`src/rtl/riscv_alu.sv`:
```
// Registered RV32I execute-stage ALU: compute ops load result, branch compares load flag,
// both outputs settle one clock after the operands and opcode are sampled.
module riscv_alu (
  input  logic        clk,
  input  logic        rst,
  input  logic [31:0] A,
  input  logic [31:0] B,
  input  logic [4:0]  ALUOp,
  output logic        flag,
  output logic [31:0] result
);

  localparam logic [4:0] OP_ADD  = 5'b00000;
  localparam logic [4:0] OP_SUB  = 5'b01000;
  localparam logic [4:0] OP_SLL  = 5'b00001;
  localparam logic [4:0] OP_SLT  = 5'b00010;
  localparam logic [4:0] OP_SLTU = 5'b00011;
  localparam logic [4:0] OP_XOR  = 5'b00100;
  localparam logic [4:0] OP_SRL  = 5'b00101;
  localparam logic [4:0] OP_SRA  = 5'b01101;
  localparam logic [4:0] OP_OR   = 5'b00110;
  localparam logic [4:0] OP_AND  = 5'b00111;
  localparam logic [4:0] OP_EQ   = 5'b11000;
  localparam logic [4:0] OP_NE   = 5'b11001;
  localparam logic [4:0] OP_LT   = 5'b11100;
  localparam logic [4:0] OP_GE   = 5'b11101;
  localparam logic [4:0] OP_LTU  = 5'b11110;
  localparam logic [4:0] OP_GEU  = 5'b11111;

  logic [31:0] result_d;
  logic        flag_d;
  logic [4:0]  shamt;
  logic        lt_s;
  logic        lt_u;

  // Only the low five bits of B take part in shifts, so a shift by 32 is a shift by 0.
  assign shamt = B[4:0];
  assign lt_s  = $signed(A) < $signed(B);
  assign lt_u  = A < B;

  always_comb begin
    result_d = 32'h0;
    flag_d   = 1'b0;
    case (ALUOp)
      OP_ADD:  result_d = A + B;
      OP_SUB:  result_d = A - B;
      OP_SLL:  result_d = A << shamt;
      OP_SLT:  result_d = {31'b0, lt_s};
      OP_SLTU: result_d = {31'b0, lt_u};
      OP_XOR:  result_d = A ^ B;
      OP_SRL:  result_d = A >> shamt;
      OP_SRA:  result_d = $unsigned($signed(A) >>> shamt);
      OP_OR:   result_d = A | B;
      OP_AND:  result_d = A & B;
      OP_EQ:   flag_d   = (A == B);
      OP_NE:   flag_d   = (A != B);
      OP_LT:   flag_d   = lt_s;
      OP_GE:   flag_d   = !lt_s;
      OP_LTU:  flag_d   = lt_u;
      OP_GEU:  flag_d   = !lt_u;
      default: begin
        result_d = 32'h0;
        flag_d   = 1'b0;
      end
    endcase
  end

  always_ff @(posedge clk or posedge rst) begin
    if (rst) begin
      result <= 32'h0;
      flag   <= 1'b0;
    end else begin
      result <= result_d;
      flag   <= flag_d;
    end
  end

endmodule

```
`config.mk`:
```
export PLATFORM = sky130hd
export DESIGN_NAME = riscv_alu
export DESIGN_NICKNAME = d
export VERILOG_FILES = /design/src/rtl/riscv_alu.sv
export SDC_FILE = /design/constraint.sdc
export NUM_CORES = 1
export LEC_CHECK = 0
export CORE_UTILIZATION = 60
export CTS_CLUSTER_SIZE = 10
export DETAILED_ROUTE_END_ITERATION = 7
export PLACE_DENSITY = 0.84
export SYNTH_ARGS = -nofsm -noshare
export SYNTH_HDL_FRONTEND = slang
export SYNTH_SLANG_ARGS = --single-unit
```
`constraint.sdc`:
```
create_clock -name clk -period 1.3 [get_ports clk]
set_input_delay 0.26 -clock clk [delete_from_list [all_inputs] [get_ports clk]]
set_output_delay 0.26 -clock clk [all_outputs]
set_load 0.05 [all_outputs]
```
==> flow_metrics.tcl, run 1 <==
set metrics [dict create \
    outcome "aborted with a tool error" \
    stop_stage "clock tree synthesis (4_1_cts)" \
    tool.error "[ERROR DPL-0038] Utilization greater than 100%, impossible to legalize" \
    netlist_instances 1324 \
    ys_warn_count 0 \
    synth_edf_count 0 \
    root_buffer "clkbuf_16" \
    die_width_microns 127 \
    htree_num_levels 2 \
    cts_setup_buffers 86 \
    io_pins 104 \
    placementRows 45 \
    syn_area_sq_um 9320 \
    port_buffers 103 \
    cts.path.max_buffers 2 \
    synth-seq-area-share_pct 8.86 \
    die_y_microns 127 \
    ys.flop_type "dfrtp_1" \
    syn_area_per_cell_sq_um 7.04 \
    synth_nets 1494 \
    place_congestion 1.19 \
    post-dp-hpwl_microns 41800 \
    ys_ff_latch 33 \
    ys_types 78 \
    start_util_pct 61.3 \
    postCtsResizedCells 588 \
    cts.sinks 33 \
    cts_buffers 5 \
    synthArstFlopShare_pct 100 \
    cts_hold_buffers 0 \
]
-- cell families after synthesis --
group	share of synthesized area [%]
AOI/OAI and AO/OA	33.7
xor gates and xnor gates	0.940
muxes	14.7
adders and majority gates	13.5
DFF	8.86
and+or+nand+nor	19.6
buffers and inverters	8.74
-- synth_stat cells, drive strengths merged (12+ instances only) --
| cell type | number | area [sq um] |
|---|---|---|
| a31oi | 12 | 75.1 |
| o31ai | 12 | 90.1 |
| o21ai | 104 | 521 |
| clkbuf | 59 | 223 |
| dfrtp | 33 | 826 |
| o21bai | 13 | 97.6 |
| inv | 98 | 368 |
| buf | 44 | 224 |
| mux2i | 56 | 561 |
| a211oi | 27 | 203 |
| mux2 | 14 | 158 |
| ha | 97 | 1210 |
| nand4 | 17 | 106 |
| mux4 | 29 | 653 |
| o2111ai | 22 | 193 |
| o22ai | 19 | 119 |
| a21oi | 143 | 716 |
| nor2 | 157 | 589 |
| nor3 | 34 | 170 |
| nand3 | 23 | 115 |
| nand2 | 104 | 390 |
| a21o | 13 | 97.6 |
| o211ai | 20 | 150 |
-- stage by stage --
step                      TNS [ps]  cell area [sq um]  std cells  util (%)  worst slack [ps]
after floorplan             -39990               9640       1324         -             -1560
after global placement      -57280              14000       1956      92.3             -2170
after detailed placement    -62840              14000       1956      92.3             -2260
==> run 2: changes to the inputs <==
==> config.mk (replaced) <==
export PLATFORM = sky130hd
export DESIGN_NAME = riscv_alu
export DESIGN_NICKNAME = d
export VERILOG_FILES = /design/src/rtl/riscv_alu.sv
export SDC_FILE = /design/constraint.sdc
export NUM_CORES = 1
export LEC_CHECK = 0
export CORE_UTILIZATION = 40
export DETAILED_ROUTE_END_ITERATION = 7
export PLACE_DENSITY_LB_ADDON = 0.15
export SYNTH_ARGS = -nofsm -noshare
export SYNTH_HDL_FRONTEND = slang
export SYNTH_SLANG_ARGS = --single-unit
==> run 2 against run 1 <==
Compared with the run above:
- the flow now finishes, with violations (negative setup slack)
- synthesized cell count is the same
- synthesized area unchanged
==> flow_metrics.tcl, run 2 <==
set metrics [dict create \
    antenna_left 0 \
    htree_num_levels 2 \
    cp.required_ps 1480 \
    cts.path.max_buffers 2 \
    synth_top_area_cell "ha_1" \
    drive_above_1_share_pct 58.5 \
    drv_cap 0 \
    synth_adder_area_share_pct 13.5 \
    max_stage_delay_ps 370 \
    crit_path_top_delay_cell "nor4_4" \
    regMostFlops "result" \
    grt_pass1_wl_microns 85200 \
    drc 0 \
    outcome "finished, violations left" \
    period_minus_slack_ps 2930 \
    finalSetupTns_ps -38760 \
    synth_area_leaders "ha_1 13%, dfrtp_1 8.9%, a21oi_1 7.7%" \
    synthTopCellsByCount "157 x nor2_1, 143 x a21oi_1, 104 x nand2_1" \
    dieArea_sq_um 23900 \
    worst_path_most_repeated_cell "buf_6" \
    io_pins 104 \
    worst_pin_slew_ps 587 \
    placed_cell_area_sq_um 14700 \
    ys_ff_latch 33 \
    ys_types 78 \
    viasPerCell 6.66 \
    yosys.area_share.simple_pct 19.6 \
    die_y_microns 155 \
    finalNonFillerCells 2264 \
    synth_xor_area_share_pct 0.940 \
    final_cell_mix "537 x buf_4, 130 x nor2_1, 97 x buf_6" \
    setup_ws_ps -1630 \
    violations "negative setup slack" \
    synth.most_common_cell "nor2_1" \
    synth_nets 1494 \
    dp_slack_ps -2230 \
    vdd_drop_max_uv 517 \
    setup_violations 33 \
    arrival_ps 3110 \
    wl_microns 62800 \
    design_area_sq_um 18700 \
    ys_warn_count 0 \
    cts_tree "built" \
    cts.sinks 33 \
    cp_cell_sequence "buf_8, inv_6, ha_4, buf_6, nor4_4, inv_2, buf_6, a311oi_4, nor3_4, o41ai_4, buf_4, buf_6, a211oi_4, buf_6, o311ai_4, mux2i_1, nand2_1" \
    synth_edf_count 0 \
    fmax_mhz 342 \
    crit_fanout 4 \
    port_buffers 103 \
    nNetsFinal 2148 \
    worstSetupEndpointType "register" \
    placementRows 55 \
    coreArea_sq_um 22700 \
    first_pass_iters 6 \
    wl_met1_microns 21300 \
    synth-seq-area-share_pct 8.86 \
    crit_type "in2reg" \
    finalMaxSlewViolations 0 \
    dr_wl_met2_microns 27100 \
    track_usage_pct 47.5 \
    timing.hold.ws_ps 348 \
    relSlewSlack_pct 60.7 \
    syn2layout_area_growth_pct 100 \
    syn_area_sq_um 9320 \
    die_width_microns 155 \
    largest_registers "result (32), flag (1)" \
    cts_buffers 5 \
    syn_area_per_cell_sq_um 7.04 \
    power.total_mw 11.7 \
    clkSlewWorstSetupHoldPaths_ps 70 \
    synth_compound_area_share_pct 33.7 \
    ys.flop_type "dfrtp_1" \
    vias 15100 \
    power_leakage_nw 8.31 \
    power_density_nw_per_um2 629 \
    start_kind "input port" \
    hp-class "in2async" \
    place_congestion 1.05 \
    routedWlPerCell_microns 27.7 \
    yosys.area.top_type_share_pct 13.0 \
    dr_wl_met3_microns 7760 \
    antenna_found_initial 0 \
    synthArstFlopShare_pct 100 \
    finalCritPeriodShare_pct 225 \
    netlist_instances 1324 \
    final_common_cell "buf_4" \
    start_util_pct 41.0 \
    rsz0062_at_grt "yes" \
    synth_top_family_by_area "compound AO/OA/AOI/OAI gates" \
    root_buffer "clkbuf_16" \
    largest_reg_flops 32 \
    dpl.cell_count 2133 \
    grt_start_max_net_pins 64 \
    post-route-util_pct 82.2 \
    grt_overflow_total 0 \
    grt_pass1_vias 14500 \
    post-dp-hpwl_microns 41500 \
    antennaDiodeCount 0 \
    drt_first_iter_violations 1972 \
    finalHoldViolations 0 \
    synth_mux_area_share_pct 14.7 \
    dr.max_layer_used "met4" \
]
run 2: cell counts after synthesis:
No cell type changed its count.
run 2: worst max path at each step:
| stage | start | end | cells after the start |
|---|---|---|---|
| 2_1_floorplan | B[2] | result[22]$_DFF_PP0_ | 16 |
| 3_3_place_gp | A[14] | result[29]$_DFF_PP0_ | 13 |
| 3_5_place_dp | B[7] | flag$_DFF_PP0_ | 14 |
| 4_1_cts | B[9] | flag$_DFF_PP0_ | 15 |
| 5_1_grt | A[7] | flag$_DFF_PP0_ | 17 |
| 6_report | A[7] | flag$_DFF_PP0_ | 17 |
run 2: routing by layer:
metal | global-route usage, % | vias to the layer above
met3 | 9.72 | 454
li1 | - | 6238
met1 | 55.4 | 7095
met5 | 0 | -
met2 | 76.3 | 1294
met4 | 36.9 | 0
run 2: cell type report:
class                   instances  area (sq um)
fillers                      1394          4050
multi-input cells            1090         10000
repair buffers                750          6830
clock inverters                 1          30.0
clock buffers                   7           143
well taps                     285           357
inverters                      98           443
flip-flops and latches         33           826
run 2: logic make-up after synthesis:
family,count (synthesis)
flip-flops,33
AND/OR/NAND/NOR,401
XOR/XNOR,10
buffers and inverters,201
adder cells (fa/ha/maj),99
AO/OA/AOI/OAI,481
multiplexers,99
run 2: critical path, delay by kind of cell:
kind                     cells  cell delay, ps
multiplexers                 1             260
AO/OA/AOI/OAI                4             830
AND/OR/NAND/NOR              3             560
adder cells (fa/ha/maj)      1             200
buffers and inverters        8            1000
run 2: repair_timing:
| item | in CTS | in global routing |
|---|---|---|
| setup buffers | 101 | 35 |
| hold endpoints to repair | 0 | 0 |
| pin swaps | 180 | 116 |
| endpoints found under the setup margin | 33 | 33 |
| hold buffers | 0 | 0 |
| resized for setup | 690 | 163 |
| gates cloned | 4 | 0 |
run 2: power by group:
| group | total (mW) | switching, mW | internal (mW) | leakage [nW] |
|---|---|---|---|---|
| combinational | 8.92 | 4.66 | 4.26 | 7.80 |
| clock | 1.56 | 0.602 | 0.963 | 0.0841 |
| sequential | 1.26 | 0.118 | 1.14 | 0.421 |
| total | 11.7 | 5.38 | 6.37 | 8.31 |
Power figures use the tool's default switching activity.
==> run 3: changes to the inputs <==
--- a/config.mk
+++ b/config.mk
@@ -5,6 +5,8 @@
 export SDC_FILE = /design/constraint.sdc
 export NUM_CORES = 1
 export LEC_CHECK = 0
+export CAP_MARGIN = 20
+export CORE_ASPECT_RATIO = 0.8
 export CORE_UTILIZATION = 40
 export DETAILED_ROUTE_END_ITERATION = 7
 export PLACE_DENSITY_LB_ADDON = 0.15
==> run 3 against run 2 <==
Compared with the run above:
- the flow still finishes with violations (negative setup slack)
- die area barely moved
- combinational power is 5.8% lower
- non-clock buffer count fell by 61
- critical path depth fell by 1
- first-iteration DRC count down 9.1%
- largest cell class unchanged
- largest power group unchanged
==> flow_metrics.tcl, run 3 (same netlist as run 2, synthesis figures left out) <==
set metrics [dict create \
    outcome "finished, violations left" \
    violations "negative setup slack" \
    routedWlPerCell_microns 25.4 \
    cts.path.max_buffers 2 \
    finalNonFillerCells 2224 \
    finalMaxSlewViolations 0 \
    largest_reg_flops 32 \
    endpoint "result[22]$_DFF_PP0_" \
    drt_first_iter_violations 1793 \
    crit_fanout 3 \
    cp.required_ps 1540 \
    final_cell_mix "496 x buf_4, 126 x nor2_1, 93 x nand2_1" \
    setup_ws_ps -1470 \
    htree_num_levels 2 \
    grt_overflow_total 0 \
    power_density_nw_per_um2 621 \
    period_minus_slack_ps 2770 \
    place_congestion 1.05 \
    post-dp-hpwl_microns 41100 \
    power_leakage_nw 8.02 \
    antenna_left 0 \
    grt_pass1_wl_microns 80900 \
    drc 0 \
    dpl.cell_count 2111 \
    start_util_pct 41.1 \
    placementRows 49 \
    grt_pass1_vias 13500 \
    grt_start_max_net_pins 42 \
    coreArea_sq_um 22700 \
    worstSetupEndpointType "register" \
    vias 14200 \
    track_usage_pct 44.3 \
    nNetsFinal 2087 \
    cts.sinks 33 \
    syn2layout_area_growth_pct 94.2 \
    cts_tree "built" \
    port_buffers 103 \
    fillCellCount 1530 \
    regMostFlops "result" \
    fmax_mhz 361 \
    dieArea_sq_um 23900 \
    relSlewSlack_pct 57.1 \
    die_width_microns 173 \
    viasPerCell 6.37 \
    root_buffer "clkbuf_16" \
    first_pass_iters 8 \
    finalCritPeriodShare_pct 213 \
    antennaDiodeCount 0 \
    drv_cap 0 \
    antenna_found_initial 1 \
    wl_microns 56500 \
    worst_pin_slew_ps 644 \
    start_kind "input port" \
    rsz0062_at_grt "yes" \
    setup_violations 33 \
    io_pins 104 \
    hp-class "in2async" \
    crit_path_start "A[8]" \
    final_common_cell "buf_4" \
    largest_registers "result (32), flag (1)" \
    vdd_drop_max_uv 503 \
    finalHoldViolations 0 \
    drive_above_1_share_pct 56.8 \
    clkSlewWorstSetupHoldPaths_ps 70 \
    arrival_ps 3010 \
    cts_buffers 5 \
    cts_hold_buffers 0 \
    crit_type "in2reg" \
    die_y_microns 139 \
    dp_slack_ps -2310 \
]
==> run 3: repair_timing <==
item,4_1_cts,5_1_grt
gates cloned,1,0
pin swaps,153,140
resized for setup,550,244
buffers inserted,68,52
setup endpoints to repair,33,33
==> run 3: critical path: stages <==
cell      delay, ps
buf_6           100
inv_4            70
ha_4            210
buf_6           130
buf_6           120
inv_4            50
a311oi_2        100
o31ai_1         370
buf_4           210
nor3_4           50
o41ai_4         320
buf_4           200
a21boi_4         70
or4_4           440
a31oi_4         190
a211o_1         120
==> run 3: layout make-up <==
cell class	instances	area (sq um)	area share, %
Clock inverter	1	30.0	0.166
Sequential cell	33	826	4.56
Tap cell	306	383	2.12
Inverter	98	418	2.31
Multi-Input combinational cell	1090	10100	55.7
Timing Repair Buffer	689	6210	34.3
Clock buffer	7	143	0.788
==> run 3: metal layers <==
layer  part of all wire (%)  routed length [microns]  vias up  global-route usage [%]
met4                    6.9                     3890        2                    25.3
met1                     38                    21600     6733                    58.0
met2                     43                    24200     1085                    66.8
met5                  0.023                       13        -                       0
li1                       -                        -     6107                       -
met3                     12                     6720      240                    10.0
==> run 3: worst min-delay path by stage <==
stage,to,slack [ps],depth (start not counted)
2_1_floorplan,flag$_DFF_PP0_,390,1
6_report,result[25]$_DFF_PP0_,290,3
3_3_place_gp,result[29]$_DFF_PP0_,630,3
3_5_place_dp,result[29]$_DFF_PP0_,630,3
4_1_cts,result[27]$_DFF_PP0_,310,3
5_1_grt,result[29]$_DFF_PP0_,310,3
==> run 3: through the flow <==
stage	util (%)	setup TNS (ps)	hold slack [ps]	cell area (sq um)	total power [mW]
6_report	79.8	-38360	288	18100	11.2
3_3_place_gp	63.7	-61870	627	14400	7.53
3_5_place_dp	63.7	-62350	634	14400	7.56
5_1_grt	79.8	-39650	314	18100	11.6
4_1_cts	73.8	-36080	311	16700	10.2
2_1_floorplan	-	-39990	389	9640	4.26
==> run 3: power breakdown <==
part / internal, mW / leakage (nW) / total [mW] / switching (mW)
combinational: 4.00 / 7.52 / 8.40 / 4.40
clock: 0.963 / 0.0841 / 1.58 / 0.621
sequential: 1.14 / 0.421 / 1.26 / 0.112
